==> src/rtl/exc_sequencer_if.sv <==
// Trap-sequencer bus: ROB exception commit, pipeline status, IVT lookup and fetch redirect.
// master = pipeline/IVT side, slave = exc_sequencer.
interface exc_sequencer_if;
   logic        rob_exc_valid;
   logic [1:0]  rob_exc_cause;
   logic [15:0] rob_exc_pc;
   logic        pipe_empty;
   logic        eret;
   logic [15:0] handler_address;
   logic [1:0]  ivt_cause;
   logic        flush;
   logic        pc_redirect_valid;
   logic [15:0] pc_redirect_addr;
   logic        exc_ack;
   logic        in_handler;
   logic [15:0] epc;
   logic [1:0]  cause_reg;
   logic [7:0]  exc_count;
   logic        drain_timeout;
   logic        double_fault;

   modport master (
      output rob_exc_valid, rob_exc_cause, rob_exc_pc, pipe_empty, eret, handler_address,
      input  ivt_cause, flush, pc_redirect_valid, pc_redirect_addr, exc_ack, in_handler,
             epc, cause_reg, exc_count, drain_timeout, double_fault
   );

   modport slave (
      input  rob_exc_valid, rob_exc_cause, rob_exc_pc, pipe_empty, eret, handler_address,
      output ivt_cause, flush, pc_redirect_valid, pc_redirect_addr, exc_ack, in_handler,
             epc, cause_reg, exc_count, drain_timeout, double_fault
   );
endinterface

==> src/rtl/exc_sequencer.sv <==
// Trap sequencer: accepts one committed exception, flushes, drains, redirects fetch to the
// IVT handler, and on eret flushes again and resumes past the faulting instruction.
module exc_sequencer #(
   parameter int INSTR_BYTES = 4,
   parameter int DRAIN_MAX   = 16
) (
   input  logic            clk,
   input  logic            reset,
   exc_sequencer_if.slave  sif
);
   localparam int CW = $clog2(DRAIN_MAX);
   localparam logic [CW-1:0] DRAIN_LAST = CW'(DRAIN_MAX - 1);

   typedef enum logic [5:0] {
      S_IDLE     = 6'b000001,
      S_FLUSH    = 6'b000010,
      S_DRAIN    = 6'b000100,
      S_REDIRECT = 6'b001000,
      S_HANDLER  = 6'b010000,
      S_RETURN   = 6'b100000
   } state_t;

   state_t      r_state;
   logic        r_flush;
   logic        r_redirect;
   logic        r_in_handler;
   logic        r_drain_timeout;
   logic        r_double_fault;
   logic [15:0] r_epc;
   logic [1:0]  r_cause;
   logic [7:0]  r_exc_count;
   logic [CW-1:0] r_drain_cnt;

   logic [15:0] w_return_addr;
   logic [15:0] w_redirect_addr;

   assign w_return_addr = r_epc + 16'(INSTR_BYTES);

   // Handler address comes straight from the IVT, so the redirect target is a mux, not a register.
   always_comb begin
      w_redirect_addr = 16'h0000;
      if (r_state == S_REDIRECT)
         w_redirect_addr = sif.handler_address;
      else if (r_state == S_RETURN)
         w_redirect_addr = w_return_addr;
   end

   always_ff @(posedge clk or posedge reset) begin
      if (reset) begin
         r_state         <= S_IDLE;
         r_flush         <= 1'b0;
         r_redirect      <= 1'b0;
         r_in_handler    <= 1'b0;
         r_drain_timeout <= 1'b0;
         r_double_fault  <= 1'b0;
         r_epc           <= 16'h0000;
         r_cause         <= 2'b00;
         r_exc_count     <= 8'h00;
         r_drain_cnt     <= '0;
      end else begin
         // Moore outputs are registered against the state being entered.
         r_flush      <= 1'b0;
         r_redirect   <= 1'b0;
         r_in_handler <= 1'b0;
         case (r_state)
            S_IDLE: begin
               if (sif.rob_exc_valid) begin
                  r_cause <= sif.rob_exc_cause;
                  r_epc   <= sif.rob_exc_pc;
                  if (r_exc_count != 8'hFF)
                     r_exc_count <= r_exc_count + 8'd1;
                  r_flush <= 1'b1;
                  r_state <= S_FLUSH;
               end
            end
            S_FLUSH: begin
               r_drain_cnt <= '0;
               r_state     <= S_DRAIN;
            end
            S_DRAIN: begin
               if (sif.pipe_empty) begin
                  r_redirect <= 1'b1;
                  r_state    <= S_REDIRECT;
               end else if (r_drain_cnt == DRAIN_LAST) begin
                  r_drain_timeout <= 1'b1;
                  r_redirect      <= 1'b1;
                  r_state         <= S_REDIRECT;
               end else begin
                  r_drain_cnt <= r_drain_cnt + 1'b1;
               end
            end
            S_REDIRECT: begin
               r_in_handler <= 1'b1;
               r_state      <= S_HANDLER;
            end
            S_HANDLER: begin
               if (sif.rob_exc_valid)
                  r_double_fault <= 1'b1;
               if (sif.eret) begin
                  r_flush    <= 1'b1;
                  r_redirect <= 1'b1;
                  r_state    <= S_RETURN;
               end else begin
                  r_in_handler <= 1'b1;
               end
            end
            S_RETURN: r_state <= S_IDLE;
            default:  r_state <= S_IDLE;
         endcase
      end
   end

   assign sif.exc_ack           = (r_state == S_IDLE) && sif.rob_exc_valid && !reset;
   assign sif.ivt_cause         = r_cause;
   assign sif.cause_reg         = r_cause;
   assign sif.epc               = r_epc;
   assign sif.flush             = r_flush;
   assign sif.pc_redirect_valid = r_redirect;
   assign sif.pc_redirect_addr  = r_redirect ? w_redirect_addr : 16'h0000;
   assign sif.in_handler        = r_in_handler;
   assign sif.exc_count         = r_exc_count;
   assign sif.drain_timeout     = r_drain_timeout;
   assign sif.double_fault      = r_double_fault;
endmodule

==> src/flat_wrapper.sv <==
// flat-port wrapper written by rule: the top's interface ports become plain ports
module exc_sequencer_flat 
#(
   parameter int INSTR_BYTES = 4,
   parameter int DRAIN_MAX   = 16
)
  (clk, reset, sif_rob_exc_valid, sif_rob_exc_cause, sif_rob_exc_pc, sif_pipe_empty, sif_eret, sif_handler_address, sif_ivt_cause, sif_flush, sif_pc_redirect_valid, sif_pc_redirect_addr, sif_exc_ack, sif_in_handler, sif_epc, sif_cause_reg, sif_exc_count, sif_drain_timeout, sif_double_fault);
  exc_sequencer_if sif_i ();
  input  logic clk;
  input  logic reset;
  input wire logic [$bits(sif_i.rob_exc_valid)-1:0] sif_rob_exc_valid;
  input wire logic [$bits(sif_i.rob_exc_cause)-1:0] sif_rob_exc_cause;
  input wire logic [$bits(sif_i.rob_exc_pc)-1:0] sif_rob_exc_pc;
  input wire logic [$bits(sif_i.pipe_empty)-1:0] sif_pipe_empty;
  input wire logic [$bits(sif_i.eret)-1:0] sif_eret;
  input wire logic [$bits(sif_i.handler_address)-1:0] sif_handler_address;
  output wire logic [$bits(sif_i.ivt_cause)-1:0] sif_ivt_cause;
  output wire logic [$bits(sif_i.flush)-1:0] sif_flush;
  output wire logic [$bits(sif_i.pc_redirect_valid)-1:0] sif_pc_redirect_valid;
  output wire logic [$bits(sif_i.pc_redirect_addr)-1:0] sif_pc_redirect_addr;
  output wire logic [$bits(sif_i.exc_ack)-1:0] sif_exc_ack;
  output wire logic [$bits(sif_i.in_handler)-1:0] sif_in_handler;
  output wire logic [$bits(sif_i.epc)-1:0] sif_epc;
  output wire logic [$bits(sif_i.cause_reg)-1:0] sif_cause_reg;
  output wire logic [$bits(sif_i.exc_count)-1:0] sif_exc_count;
  output wire logic [$bits(sif_i.drain_timeout)-1:0] sif_drain_timeout;
  output wire logic [$bits(sif_i.double_fault)-1:0] sif_double_fault;
  assign sif_i.rob_exc_valid = sif_rob_exc_valid;
  assign sif_i.rob_exc_cause = sif_rob_exc_cause;
  assign sif_i.rob_exc_pc = sif_rob_exc_pc;
  assign sif_i.pipe_empty = sif_pipe_empty;
  assign sif_i.eret = sif_eret;
  assign sif_i.handler_address = sif_handler_address;
  assign sif_ivt_cause = sif_i.ivt_cause;
  assign sif_flush = sif_i.flush;
  assign sif_pc_redirect_valid = sif_i.pc_redirect_valid;
  assign sif_pc_redirect_addr = sif_i.pc_redirect_addr;
  assign sif_exc_ack = sif_i.exc_ack;
  assign sif_in_handler = sif_i.in_handler;
  assign sif_epc = sif_i.epc;
  assign sif_cause_reg = sif_i.cause_reg;
  assign sif_exc_count = sif_i.exc_count;
  assign sif_drain_timeout = sif_i.drain_timeout;
  assign sif_double_fault = sif_i.double_fault;
  exc_sequencer #(.INSTR_BYTES(INSTR_BYTES), .DRAIN_MAX(DRAIN_MAX)) u_core (.clk(clk), .reset(reset), .sif(sif_i));
endmodule
==> config.mk <==
export PLATFORM = sky130hd
export DESIGN_NAME = exc_sequencer_flat
export DESIGN_NICKNAME = d
export VERILOG_FILES = /design/src/rtl/exc_sequencer_if.sv /design/src/rtl/exc_sequencer.sv /design/src/flat_wrapper.sv
export SDC_FILE = /design/constraint.sdc
export NUM_CORES = 1
export LEC_CHECK = 0
export CORE_MARGIN = 2
export CORE_UTILIZATION = 47
export CTS_BUF_LIST = sky130_fd_sc_hd__clkbuf_4 sky130_fd_sc_hd__clkbuf_8
export CTS_CLUSTER_DIAMETER = 200
export DETAILED_ROUTE_END_ITERATION = 16
export HOLD_SLACK_MARGIN = 0.02
export PLACE_DENSITY = 0.87
export SLEW_MARGIN = 5
export SYNTH_ARGS = -nofsm -noshare
export SYNTH_HDL_FRONTEND = slang
export SYNTH_SLANG_ARGS = --single-unit
==> constraint.sdc <==
create_clock -name clk -period 3.65 [get_ports clk]
set_input_delay 0.9125 -clock clk [delete_from_list [all_inputs] [get_ports clk]]
set_output_delay 0.9125 -clock clk [all_outputs]
set_load 0.1 [all_outputs]
# Word level (Yosys, flattened, before mapping)
# Cells that the tools add are included.
# totals
out_inout_bits	50
ff_bits	41
# op_classes
n_eq_ne	13
add_sub_neg	3
n_mux	19
reduce_logical	10
bitwise	1
# op_table
operator	n
16-bit two-way mux	3
6-bit case mux with 5 select lines	1
6-bit two-way mux	4
16-bit by 3-bit adder with 16-bit output (second input constant)	1
3-bit AND reduction	4
8-bit by 1-bit adder with 8-bit output (second input constant)	1
4-bit two-way mux	2
2-bit != test (second input constant)	4
8-bit != test (second input constant)	1
4-bit case mux with 2 select lines	1
6-bit by 1-bit equality test with 1-bit output (second input constant)	1
6-bit by 2-bit equality test with 1-bit output (second input constant)	1
6-bit by 3-bit equality test with 1-bit output (second input constant)	1
6-bit by 4-bit equality test with 1-bit output (second input constant)	1
6-bit by 5-bit equality test with 1-bit output (second input constant)	1
6-bit equality test (second input constant)	1
1-bit case mux with 2 select lines	3
1-bit two-way mux	5
4-bit by 1-bit adder with 4-bit output (second input constant)	1
4-bit equality test (second input constant)	1
2-bit AND reduction	2
3-bit by 2-bit != test with 1-bit output (second input constant)	1
1-bit logical AND	2
2-bit nonzero test	1
2 further kinds	2

# Logic depth before layout (Yosys ltp)
# logic_depth
ltp_word	4
mapped_depth	7
mapped_depth_nobuf	5

# Worst setup path before layout
# OpenSTA, ideal clock, no wires.
# synth_path
path_type	register to output
startpoint	register u_core.r_epc[3] (netlist: u_core.sif.epc[3])
endpoint	output sif_pc_redirect_addr[12]
setup_slack_ps	-580
arrival_ps	3318
required_time_ps	2738
n_path_buf	0
stages_incl_launch_ff	6
path_cell_list	dfrtp_1 ha_1 nand4_1 nor3_1 xnor2_1 o2bb2ai_1
# synth_between
elab_chain_len	4
# synth_rtl
element	line	rtl
start, declared	exc_sequencer.sv:29	logic [15:0] r_epc;
start signal, assigned	exc_sequencer.sv:69	r_epc <= sif.rob_exc_pc;
16-bit by 3-bit adder with 16-bit output	exc_sequencer.sv:37	assign w_return_addr = r_epc + 16'(INSTR_BYTES);
16-bit two-way mux	exc_sequencer.sv:44	else if (r_state == S_RETURN)
16-bit two-way mux	exc_sequencer.sv:42	if (r_state == S_REDIRECT)
16-bit two-way mux	exc_sequencer.sv:119	assign sif.pc_redirect_addr = r_redirect ? w_redirect_addr : 16'h0000;
end, declared	flat_wrapper.sv:20	output wire logic [$bits(sif_i.pc_redirect_addr)-1:0] sif_pc_redirect_addr;
# Every way passes these cells.

# Worst setup path in the final report
# layout_path
startpoint	register u_core.r_state[1]
endpoint	output sif_pc_redirect_addr[7]
# layout_between
elab_chain_len	4
word_cells_on_any_way	5
cone_classes	eq/ne: 2; mux: 3
# layout_rtl
element	line	rtl
start, declared	exc_sequencer.sv:23	state_t r_state;
start signal, assigned	exc_sequencer.sv:50	r_state <= S_IDLE;
start signal, assigned	exc_sequencer.sv:73	r_state <= S_FLUSH;
start signal, assigned	exc_sequencer.sv:78	r_state <= S_DRAIN;
6-bit equality test	exc_sequencer.sv:44	
16-bit two-way mux	exc_sequencer.sv:44	
16-bit two-way mux *	exc_sequencer.sv:42	
16-bit two-way mux *	exc_sequencer.sv:119	
# Mark *: on every way between the ends. The rest lies on a longest branch, timed or not.

==> summary.txt <==
outcome: finished, final reports clean
crit start category: flip-flop
Leakage Power: 1.47 nW
Synth Flop Type: dfrtp_1
fillers: 298
# port buffers: 88
largest net degree at the start of global routing: 25
Max Cap Viol: 0
Rows: 24
Worst VDD drop: 531 uV
hold path startpoint: u_core.sif.drain_timeout$_DFFE_PP0P_
count leader, synth: nand2_1
max-slew violation total from the final report: 0
Starting Density: 48.9%
Multi-input gate area: 1050 um2
synth warn: 0
drt wl/cell: 13.7 um
DIE AREA: 5080 um2
P per Cell Area: 880 nW/um2
area grow syn2layout: 55.6%
Logic pwr share: 61.4%
Clk pwr share: 10.7%
FF-to-FF Start: u_core.r_state[1]$_DFFE_PP0P_
Largest register FFs: 16
Residual DRC: 0
minimum clock period after layout: 3.42 ns
Final period util: 93.7%
hold crit path type: flip-flop to flip-flop
die width: 71.3 um
TritonCTS Buffers: 5
fin nets: 362
Skew-Pair Late Insertion Delay: 0.29 ns
Post-synth top cells: nand2_1 (57), dfrtp_1 (40), nand3_1 (13)
clock skew: 0.00487 ns
RSZ-0062 raised after global routing: no
Clock Tree Root: clkbuf_8
first-pass GRT wire length: 8380 um
post-CTS sizing: 0
Endpoint, Worst Hold: u_core.sif.drain_timeout$_DFFE_PP0P_
cell-internal power: 0.00118 W
Final Hold Vio Count: 0
Post-synth EDFFs: 0
worst-margin pin slew: 1.01 ns
final wirelength: 5110 um
IO Pins: 89
Die Y: 71.3 um
syn_nets: 273
gp weighted congestion: 0.802
share of cells above drive strength 1: 21.5%
Avg Inst Size Synth: 9.21 um2
ANT nets after route: 0
fin util: 76.1%
r2r worst-path depth: 6
reg2reg setup slack: 1.32 ns
worst hold stages: 2
htree depth: 2
hold_ws: 0.476 ns
CP Capture Type: primary output
Clock Pin Slew Worst Setup and Hold Paths: 0.07 ns
Most Crowded Layer GR: met2
Seq pwr share: 27.9%
Vias: 1972
leading post-synthesis cells by cell area: dfrtp_1 (47%), nand2_1 (10%), xnor2_1 (4.9%), o2bb2ai_1 (3.7%), nand3_1 (3.1%)
Via-to-Cell Ratio: 5.29
GRT Total Usage: 20.8%
cell taking the most area after synthesis: dfrtp_1
DR pass1 iterations: 4
switching power of the nets: 0.00173 W
asr flop ratio synth: 100%
Req. time, crit path: 2.74 ns
critical path peak fanout: 9
core area: 4350 um2
Seq/Total Area, Yosys: 48.3%
grt met1 use: 24.6%
Final setup viols: 0
Synth top area share: 47.0%
CP Data Arrival Time: 2.51 ns
RR Endpoint: u_core.sif.exc_count[4]$_DFFE_PP0P_
postcts setup bufs: 0
Slew HR: 32.3%
Post-CTS Hold Buffers: 0
Distinct cells, synth: 38
CTS sink cnt: 41
synthesized flop and latch total: 41
GR Layer Usage met2: 36.4%
CP Class: flip-flop to primary output
Mapped Area: 2130 um2
1st-iter DRT viols: 70
diodes inserted: 0
Max Root-Sink Buffers: 2
antenna violations before repair: 0
M3 GR Usage: 4.50%
CTS tree: yes
vias in the first global route: 1879
f_max: 292 MHz
GRT overflow: 0
cell count after synthesis: 231
hpwl dp: 3960 um
Sequential cell area: 1030 um2
Switching Share: 59.4%
-- cell families after synthesis --
| group | synth area share, % |
|---|---|
| buffers and inverters | 4.58 |
| XOR/XNOR | 7.82 |
| adder cells (fa/ha/maj) | 1.76 |
| AND/OR/NAND/NOR | 26.5 |
| AO/OA/AOI/OAI | 10.6 |
| multiplexers | 0.529 |
| flip-flops | 48.3 |
-- metal layers --
layer | part of all wire (%) | vias up
met5 | 0 | -
met2 | 51 | 51
met1 | 41 | 940
met3 | 5.5 | 11
li1 | - | 970
met4 | 2.2 | 0
-- placed cells by master (no fill, tap or decap), drive strengths merged, types with 2 or more instances in the layout --
cell type      instances
ha                     3
nor4                   4
a22oi                  7
nor2                   7
o2bb2ai                9
o21ai                  7
inv                   11
nand2                 57
dfrtp                 40
or4                    2
nor3                   8
nand4                  6
clkbuf                 7
clkdlybuf4s50         49
o211ai                 2
nand3                 13
and2                   2
xor2                   7
a21o                   3
nor2b                  7
nor3b                  4
xnor2                 12
o31ai                  2
buf                   43
-- power by group through the flow --
stage / clock (W) / combinational (W) / sequential, W
2_1_floorplan: 0 / 0.000488 / 0.00172
3_3_place_gp: 0 / 0.00177 / 0.000808
3_5_place_dp: 0 / 0.00180 / 0.000818
4_1_cts: 0.000318 / 0.00180 / 0.000809
5_1_grt: 0.000341 / 0.00187 / 0.000833
6_report: 0.000311 / 0.00179 / 0.000813
-- metrics by stage --
stage	std cells	total power [W]	cell area [um2]	setup slack [ns]	setup TNS (ns)
final	373	0.00291	3310	0.229	0
after detailed placement	365	0.00262	3210	0.522	0
after CTS	373	0.00293	3310	0.211	0
after floorplan	231	0.00221	2180	-0.420	-1.68
after global routing	373	0.00305	3310	0.0714	0
after global placement	365	0.00258	3210	0.580	0
-- cell type report --
class	instances	share of cell area [%]
Sequential cell	41	31.0
Multi-Input combinational cell	169	31.8
Timing Repair Buffer	92	31.0
Clock buffer	7	2.72
Clock inverter	1	0.227
Tap cell	52	1.96
Inverter	11	1.25
-- worst max-delay path, stage by stage, from the launching register on --
cell and delay (ns):
dfrtp_1 0.41, or4_1 0.56, nor3b_1 0.25, and2_0 0.56, o2bb2ai_1 0.24, buf_12 0.21
-- worst max path at each step --
stage,startpoint,end,slack [ns],depth (start not counted)
after global placement,u_core.r_state[1]$_DFFE_PP0P_,sif_pc_redirect_addr[13],0.58,5
after detailed placement,u_core.r_state[1]$_DFFE_PP0P_,sif_pc_redirect_addr[7],0.52,5
after CTS,u_core.r_state[1]$_DFFE_PP0P_,sif_pc_redirect_addr[7],0.21,5
after floorplan,u_core.r_state[1]$_DFFE_PP0P_,sif_pc_redirect_addr[11],-0.42,4
after global routing,u_core.r_state[1]$_DFFE_PP0P_,sif_pc_redirect_addr[7],0.07,5
final,u_core.r_state[1]$_DFFE_PP0P_,sif_pc_redirect_addr[7],0.23,5
No activity file was read; power rests on OpenSTA's default activity.
